$ cat src/rtl/wptr_ctrl_if.sv
// Write-port bundle of the async FIFO write-side pointer controller.
// Handshake: a write happens in any cycle where w_en and w_accept are both high; w_en may drop at any time.
interface wptr_ctrl_if #(
  parameter int PTR_WIDTH = 3
);
  logic                 w_en;
  logic [PTR_WIDTH:0]   g_rptr_sync;
  logic [PTR_WIDTH:0]   af_thresh;
  logic                 clr_ovf;
  logic                 w_accept;
  logic [PTR_WIDTH-1:0] waddr;
  logic [PTR_WIDTH:0]   b_wptr;
  logic [PTR_WIDTH:0]   g_wptr;
  logic [PTR_WIDTH:0]   wlevel;
  logic                 full;
  logic                 almost_full;
  logic                 overflow;

  modport master (
    output w_en, g_rptr_sync, af_thresh, clr_ovf,
    input  w_accept, waddr, b_wptr, g_wptr, wlevel, full, almost_full, overflow
  );

  modport slave (
    input  w_en, g_rptr_sync, af_thresh, clr_ovf,
    output w_accept, waddr, b_wptr, g_wptr, wlevel, full, almost_full, overflow
  );
endinterface

$ cat src/rtl/wptr_ctrl.sv
// Write-side pointer controller: binary/Gray write pointers, fill level, full,
// almost-full and sticky overflow, all in the wclk domain.
module wptr_ctrl #(
  parameter int PTR_WIDTH = 3
) (
  input  logic          wclk,
  input  logic          wrst,
  wptr_ctrl_if.slave    bus
);
  localparam int PW = PTR_WIDTH + 1;

  logic [PW-1:0] b_wptr_q, g_wptr_q, wlevel_q;
  logic          full_q, almost_full_q, overflow_q;

  logic          w_accept;
  logic [PW-1:0] b_wptr_next, g_wptr_next, b_rptr, level_next;
  logic          full_next, almost_full_next;

  // Writes are also refused while reset is held so nothing is reported as accepted then.
  assign w_accept    = bus.w_en & ~full_q & ~wrst;
  assign b_wptr_next = b_wptr_q + {{PTR_WIDTH{1'b0}}, w_accept};
  assign g_wptr_next = (b_wptr_next >> 1) ^ b_wptr_next;

  always_comb begin
    b_rptr            = '0;
    b_rptr[PW-1]      = bus.g_rptr_sync[PW-1];
    for (int i = PW - 2; i >= 0; i--) begin
      b_rptr[i] = b_rptr[i+1] ^ bus.g_rptr_sync[i];
    end
  end

  assign level_next       = b_wptr_next - b_rptr;
  // Full when the Gray pointers differ only in their two top bits.
  assign full_next        = (g_wptr_next == {~bus.g_rptr_sync[PTR_WIDTH:PTR_WIDTH-1],
                                             bus.g_rptr_sync[PTR_WIDTH-2:0]});
  assign almost_full_next = (level_next >= bus.af_thresh);

  always_ff @(posedge wclk) begin
    if (wrst) begin
      b_wptr_q      <= '0;
      g_wptr_q      <= '0;
      wlevel_q      <= '0;
      full_q        <= 1'b0;
      almost_full_q <= 1'b0;
      overflow_q    <= 1'b0;
    end else begin
      b_wptr_q      <= b_wptr_next;
      g_wptr_q      <= g_wptr_next;
      wlevel_q      <= level_next;
      full_q        <= full_next;
      almost_full_q <= almost_full_next;
      // A dropped write outranks a clear in the same cycle.
      if (bus.w_en && full_q) begin
        overflow_q <= 1'b1;
      end else if (bus.clr_ovf) begin
        overflow_q <= 1'b0;
      end
    end
  end

  assign bus.w_accept    = w_accept;
  assign bus.waddr       = b_wptr_q[PTR_WIDTH-1:0];
  assign bus.b_wptr      = b_wptr_q;
  assign bus.g_wptr      = g_wptr_q;
  assign bus.wlevel      = wlevel_q;
  assign bus.full        = full_q;
  assign bus.almost_full = almost_full_q;
  assign bus.overflow    = overflow_q;
endmodule
$ cat src/flat_wrapper.sv
// flat-port wrapper written by rule: the top's interface ports become plain ports
module wptr_ctrl_flat 
#(
  parameter int PTR_WIDTH = 3
)
  (wclk, wrst, bus_w_en, bus_g_rptr_sync, bus_af_thresh, bus_clr_ovf, bus_w_accept, bus_waddr, bus_b_wptr, bus_g_wptr, bus_wlevel, bus_full, bus_almost_full, bus_overflow);
  wptr_ctrl_if #(.PTR_WIDTH(PTR_WIDTH)) bus_i ();
  input  logic wclk;
  input  logic wrst;
  input wire logic [$bits(bus_i.w_en)-1:0] bus_w_en;
  input wire logic [$bits(bus_i.g_rptr_sync)-1:0] bus_g_rptr_sync;
  input wire logic [$bits(bus_i.af_thresh)-1:0] bus_af_thresh;
  input wire logic [$bits(bus_i.clr_ovf)-1:0] bus_clr_ovf;
  output wire logic [$bits(bus_i.w_accept)-1:0] bus_w_accept;
  output wire logic [$bits(bus_i.waddr)-1:0] bus_waddr;
  output wire logic [$bits(bus_i.b_wptr)-1:0] bus_b_wptr;
  output wire logic [$bits(bus_i.g_wptr)-1:0] bus_g_wptr;
  output wire logic [$bits(bus_i.wlevel)-1:0] bus_wlevel;
  output wire logic [$bits(bus_i.full)-1:0] bus_full;
  output wire logic [$bits(bus_i.almost_full)-1:0] bus_almost_full;
  output wire logic [$bits(bus_i.overflow)-1:0] bus_overflow;
  assign bus_i.w_en = bus_w_en;
  assign bus_i.g_rptr_sync = bus_g_rptr_sync;
  assign bus_i.af_thresh = bus_af_thresh;
  assign bus_i.clr_ovf = bus_clr_ovf;
  assign bus_w_accept = bus_i.w_accept;
  assign bus_waddr = bus_i.waddr;
  assign bus_b_wptr = bus_i.b_wptr;
  assign bus_g_wptr = bus_i.g_wptr;
  assign bus_wlevel = bus_i.wlevel;
  assign bus_full = bus_i.full;
  assign bus_almost_full = bus_i.almost_full;
  assign bus_overflow = bus_i.overflow;
  wptr_ctrl #(.PTR_WIDTH(PTR_WIDTH)) u_core (.wclk(wclk), .wrst(wrst), .bus(bus_i));
endmodule
$ cat config.mk
export PLATFORM = sky130hd
export DESIGN_NAME = wptr_ctrl_flat
export DESIGN_NICKNAME = d
export VERILOG_FILES = /design/src/rtl/wptr_ctrl_if.sv /design/src/rtl/wptr_ctrl.sv /design/src/flat_wrapper.sv
export SDC_FILE = /design/constraint.sdc
export NUM_CORES = 1
export LEC_CHECK = 0
export CAP_MARGIN = 10
export CORE_MARGIN = 4
export CORE_UTILIZATION = 45
export DETAILED_ROUTE_END_ITERATION = 7
export PLACE_DENSITY_LB_ADDON = 0.15
export SYNTH_ARGS = -nofsm -noshare
export SYNTH_HDL_FRONTEND = slang
export SYNTH_SLANG_ARGS = --single-unit
$ cat constraint.sdc
create_clock -name wclk -period 5.4 [get_ports wclk]
set_clock_uncertainty 0.2 [all_clocks]
set_input_delay 1.08 -clock wclk [delete_from_list [all_inputs] [get_ports wclk]]
set_output_delay 1.08 -clock wclk [all_outputs]
set_load 0.005 [all_outputs]
==> results of run 1 <==
-- sequential cells by signal, indices dropped and copies added (netlist names) --
name and count:
u_core.bus.almost_full 1, u_core.bus.b_wptr 3, u_core.bus.full 1, u_core.bus.g_wptr 4, u_core.bus.overflow 1, u_core.bus.wlevel 4
-- metrics by stage --
stage               instance area (um^2)  instances  setup WS (ns)
floorplan                            777         81           1.46
global placement                    1070        122           1.20
detailed placement                  1070        122           1.07
CTS                                 1100        126           1.35
global route                        1100        126           1.05
finish                              1100        126           1.34
-- synthesized netlist by cell type, types with 2 or more instances --
cell type,instances
nor2b_1,5
ha_1,9
clkbuf_1,2
nor2_1,8
nand2_1,2
buf_4,4
xnor2_1,6
a21oi_1,3
dfxtp_1,14
xor2_1,7
inv_1,6
nand2b_1,2
nor3b_1,3
-- cell type report --
class	count	area share
clock buffer	4	0.0329
inverter	6	0.0204
tap	16	0.0181
multi-input combinational	55	0.396
sequential	14	0.254
timing repair buffer	31	0.279
-- worst paths after layout --
path / start / to / slack, ns / depth (start not counted)
max: wrst / u_core.bus.almost_full$_SDFF_PP0_ / 1.34 / 13
min: u_core.bus.full$_SDFF_PP0_ / u_core.bus.overflow$_SDFFE_PP0P_ / 0.28 / 2
max reg2reg: u_core.bus.full$_SDFF_PP0_ / u_core.bus.almost_full$_SDFF_PP0_ / 2.44 / 11
min reg2reg: u_core.bus.full$_SDFF_PP0_ / u_core.bus.overflow$_SDFFE_PP0P_ / 0.28 / 2
-- routing by layer --
metal / wire, um / up-vias
met2: 682 / 22
li1: - / 316
met5: 0 / -
met1: 631 / 261
met3: 115 / 2
met4: 10 / 0
-- worst min-delay path, delay by kind of cell, from the launching register on --
kind | cells | cell delay (ns)
AOI/OAI and AO/OA | 1 | 0.05
DFF | 1 | 0.33
and+or+nand+nor | 1 | 0.06
-- where the power goes --
part	total, W	leakage [nW]	switching, W	internal [W]
logic	0.0000944	0.341	0.0000385	0.0000559
clock network	0.0000732	0.0210	0.0000323	0.0000409
registers	0.000117	0.115	0.00000338	0.000114
-- cells in the final DEF (no fill, tap or decap) --
cell type / count
clkdlybuf4s50_1: 30
dfxtp_1: 14
ha_1: 9
nor2_1: 8
xor2_1: 7
xnor2_1: 6
inv_1: 6
nor2b_1: 5
nor3b_1: 3
a21oi_1: 3
clkbuf_4: 3
nand2_1: 2
nand2b_1: 2
nand3_1: 1
xor2_2: 1
o21ai_0: 1
a21boi_1: 1
a21o_1: 1
a211oi_1: 1
nor3_1: 1
nor4_1: 1
mux2_1: 1
fa_1: 1
clkbuf_8: 1
buf_4: 1
-- kinds of logic after synthesis --
group,synth area share
DFF,0.361
buffers and inverters,0.0773
and+or+nand+nor,0.155
AOI/OAI and AO/OA,0.0547
adders and majority gates,0.171
muxes,0.0145
xor gates and xnor gates,0.167
==> impl_metrics.env, run 1 <==
export IMPL_outcome="completed"
export IMPL_final_hold_violation_count=0
export IMPL_power_w=0.000285
export IMPL_vias=601
export IMPL_grtUsageMet3=0.0422
export IMPL_cts_tree="yes"
export IMPL_antennaDiodeCount=0
export IMPL_root_buffer="clkbuf_4"
export IMPL_grt_pass1_vias=550
export IMPL_h_tree_depth=1
export IMPL_seqCellArea_um2=280
export IMPL_cts_sinks=14
export IMPL_hold_buffers=0
export IMPL_crit_fanout=17
export IMPL_detail_route_antenna_nets=0
export IMPL_design_final_nets=133
export IMPL_io_pins=31
export IMPL_rsz0062_at_grt="no"
export IMPL_cts_setup_buffers=0
export IMPL_drv_slew=0
export IMPL_crit_arrival_ns=4.02
export IMPL_start_kind="input port"
export IMPL_use_met1=0.151
export IMPL_port_buffers=30
export IMPL_grtUsageMet2=0.211
export IMPL_cts_resized=0
export IMPL_grt_busiest_layer="met2"
export IMPL_area_growth_pct=42.0
export IMPL_cpMostUsedCell="ha_1"
export IMPL_synthDistinctLibCells=23
export IMPL_synth_seq_cells=14
export IMPL_drv_cap=0
export IMPL_route_detailed_drc=0
export IMPL_hold_slack_ns=0.276
export IMPL_final_setup_tns_ns=0
export IMPL_grt_overflow=0
export IMPL_slowest_stage="clkdlybuf4s50_1"
export IMPL_avgViaCountPerCell=4.77
export IMPL_cp_end_kind="flop"
export IMPL_critPathKind="input port to flop"
export IMPL_dieArea_um2=2460
export IMPL_dpl_hpwl_um=1140
export IMPL_synth_top_area_frac=0.361
export IMPL_fin_util=0.700
export IMPL_clock_path_buffers=2
export IMPL_wirelength_um=1440
export IMPL_yosysSeqAreaShare=0.361
export IMPL_multi_input_area_um2=437
export IMPL_slowest_delay_ns=0.39
export IMPL_antenna_found_initial=0
export IMPL_synthCells=81
export IMPL_crit_chain="clkdlybuf4s50_1 -> buf_4 -> nor3b_1 -> ha_1 -> ha_1 -> ha_1 -> nor2b_1 -> o21ai_0 -> nand2_1 -> xor2_1 -> ha_1 -> a211oi_1 -> nor3_1"
export IMPL_firstDrtPassIters=5
export IMPL_drtIter0Drc=1
export IMPL_start_util=0.493
export IMPL_crit_buf_inv=2
export IMPL_yosysTopAreaCell="dfxtp_1"
export IMPL_cts_buffers=3
export IMPL_detail_route_wl_per_cell_um=11.4
export IMPL_leakage_nw=0.477
export IMPL_die_h_um=49.6
export IMPL_synthArstFlopShare=0
export IMPL_finalSetupViolCount=0
export IMPL_syn_avg_cell_area_um2=9.59
export IMPL_clk_pin_slew_ns=0.08
export IMPL_synth_edf_count=0
export IMPL_timing_final_crit_share=0.751
export IMPL_synth_fp_nets=103
export IMPL_power_density_nw_per_um2=258
export IMPL_coreArea_um2=1580
export IMPL_grt_pass1_wl_um=2390
export IMPL_insertion_delay_ns=0.27
export IMPL_worst_pin_slew_ns=0.347
export IMPL_gp_congestion=0.763
export IMPL_synthTopCellsByArea="dfxtp_1 36%, ha_1 14%, xor2_1 7.9%"
export IMPL_crit_family="adder cells"
export IMPL_drive_gt1_frac=0.0545
export IMPL_die_width_um=49.6
export IMPL_num_rows=14
export IMPL_synth_top_flop_cell="dfxtp_1"
export IMPL_relSlewSlack=0.768
export IMPL_cp_required_ns=5.36
export IMPL_fin_crit_ns=4.06
export IMPL_yosysWarningCount=0
export IMPL_fillers=120
export IMPL_grt_usage=0.125
export IMPL_hold_path_class="flop to flop"
export IMPL_synth_area_um2=777
export IMPL_grt_max_degree=18
export IMPL_ir_drop_v=0.000142
export IMPL_timing_fmax_mhz=247
Power figures use the tool's default switching activity.
==> inputs of run 2 (changes only) <==
- CORE_ASPECT_RATIO: not set -> 1.5
- CORE_UTILIZATION: 45 -> 38
- clock period: 5.4 -> 3.4 ns (I/O delays scaled with it)
==> impl_metrics.env, run 2 (synthesis results as in run 1) <==
export IMPL_outcome="completed"
export IMPL_hold_buffers=0
export IMPL_detail_route_antenna_nets=0
export IMPL_fin_crit_ns=3.29
export IMPL_antennaDiodeCount=0
export IMPL_wirelength_um=1740
export IMPL_cts_resized=0
export IMPL_start_kind="input port"
export IMPL_route_detailed_drc=0
export IMPL_drive_gt1_frac=0.197
export IMPL_die_width_um=44.9
export IMPL_fin_util=0.657
export IMPL_drtIter0Drc=3
export IMPL_timing_final_crit_share=0.969
export IMPL_gp_congestion=0.768
export IMPL_cts_setup_buffers=0
export IMPL_grt_pass1_vias=654
export IMPL_drv_cap=0
export IMPL_rsz0062_at_grt="no"
export IMPL_crit_arrival_ns=3.26
export IMPL_critPathKind="input port to flop"
export IMPL_slowest_delay_ns=0.49
export IMPL_worst_pin_slew_ns=0.286
export IMPL_avgViaCountPerCell=4.65
export IMPL_slowest_stage="fa_1"
export IMPL_port_buffers=30
export IMPL_final_hold_violation_count=0
export IMPL_detail_route_wl_per_cell_um=12.2
export IMPL_coreArea_um2=1880
export IMPL_crit_buf_inv=2
export IMPL_clk_pin_slew_ns=0.09
export IMPL_cpMostUsedCell="ha_1"
export IMPL_grt_overflow=0
export IMPL_antenna_found_initial=0
export IMPL_cts_buffers=3
export IMPL_firstDrtPassIters=3
export IMPL_die_h_um=63.4
export IMPL_relSlewSlack=0.809
export IMPL_fillers=173
export IMPL_clock_path_buffers=2
export IMPL_start_util=0.414
export IMPL_io_pins=31
export IMPL_h_tree_depth=1
export IMPL_vias=665
export IMPL_cp_required_ns=3.37
export IMPL_root_buffer="clkbuf_4"
export IMPL_finalSetupViolCount=0
export IMPL_grt_usage=0.128
export IMPL_final_setup_tns_ns=0
export IMPL_crit_fanout=2
export IMPL_crit_family="adder cells"
export IMPL_grt_max_degree=17
export IMPL_final_common_cell="clkdlybuf4s50_1"
export IMPL_area_growth_pct=58.8
export IMPL_design_final_nets=145
export IMPL_dpl_hpwl_um=1410
export IMPL_layout_common_cells="30 x clkdlybuf4s50_1, 14 x dfxtp_1, 13 x buf_4, 8 x nor2_1, 8 x ha_1"
export IMPL_cts_sinks=14
export IMPL_power_density_nw_per_um2=398
export IMPL_crit_chain="clkdlybuf4s50_1 -> xnor2_2 -> xor2_2 -> xnor2_1 -> ha_1 -> inv_1 -> fa_1 -> ha_1 -> a21o_1 -> a211oi_1 -> nor3_1"
export IMPL_timing_fmax_mhz=304
export IMPL_grt_pass1_wl_um=2730
export IMPL_leakage_nw=0.543
export IMPL_num_rows=19
export IMPL_drv_slew=0
export IMPL_dieArea_um2=2850
export IMPL_ir_drop_v=0.000245
export IMPL_insertion_delay_ns=0.27
export IMPL_cp_end_kind="flop"
export IMPL_hold_path_class="flop to flop"
export IMPL_cts_tree="yes"
==> run 2: changes by cell type in the layout (fill, tap and decap cells not counted), sizes merged <==
cell  change
buf      +12
==> run 2: stage by stage <==
stage          total power (W)  worst slack (ns)  instances  area [um^2]  hold WS (ns)
6_report              0.000491             0.107        143         1230         0.278
3_5_place_dp          0.000373            -0.217        139         1170         0.272
5_1_grt               0.000529          0.000792        143         1230         0.304
4_1_cts               0.000494            0.0496        143         1200         0.285
3_3_place_gp          0.000365            -0.204        139         1170         0.262
2_1_floorplan         0.000275           0.00835         81          786         0.266
==> run 2: worst reg2reg max path, cell delays in order, from the launching register on <==
cell and delay [ns]:
dfxtp_1 0.34, nor3b_2 0.23, ha_2 0.31, inv_1 0.07
ha_1 0.17, inv_1 0.06, fa_1 0.49, ha_1 0.29
a21o_1 0.16, a211oi_1 0.23, nor3_1 0.07
==> run 2: final timing paths <==
path	from	endpoint	slack (ns)	cells past startpoint
hold / removal	u_core.bus.overflow$_SDFFE_PP0P_	u_core.bus.overflow$_SDFFE_PP0P_	0.28	2
setup reg to reg	u_core.bus.full$_SDFF_PP0_	u_core.bus.almost_full$_SDFF_PP0_	0.68	10
setup / recovery	bus_g_rptr_sync[3]	u_core.bus.almost_full$_SDFF_PP0_	0.11	11
hold reg to reg	u_core.bus.overflow$_SDFFE_PP0P_	u_core.bus.overflow$_SDFFE_PP0P_	0.28	2
==> run 2: power breakdown <==
| group | total, W | leakage (nW) | internal (W) | switching, W |
|---|---|---|---|---|
| registers | 0.000186 | 0.115 | 0.000180 | 0.00000525 |
| clock network | 0.000119 | 0.0210 | 0.0000650 | 0.0000539 |
| logic | 0.000186 | 0.407 | 0.000114 | 0.0000723 |
| total | 0.000491 | 0.543 | 0.000359 | 0.000131 |
==> run 2: per-layer routing <==
| metal | wire (um) | global-route usage | part of all wire |
|---|---|---|---|
| met5 | 0 | 0 | 0 |
| met4 | 17 | 0.0659 | 0.0098 |
| met3 | 111 | 0.0171 | 0.064 |
| met2 | 941 | 0.236 | 0.54 |
| met1 | 671 | 0.130 | 0.39 |
==> run 2: area by class of cell <==
cell class / instances / area, um^2 / area share
multi-input cells: 55 / 470 / 0.381
repair buffers: 43 / 398 / 0.323
flip-flops and latches: 14 / 280 / 0.227
clock buffers: 4 / 36.3 / 0.0294
well taps: 21 / 26.3 / 0.0213
inverters: 6 / 22.5 / 0.0183
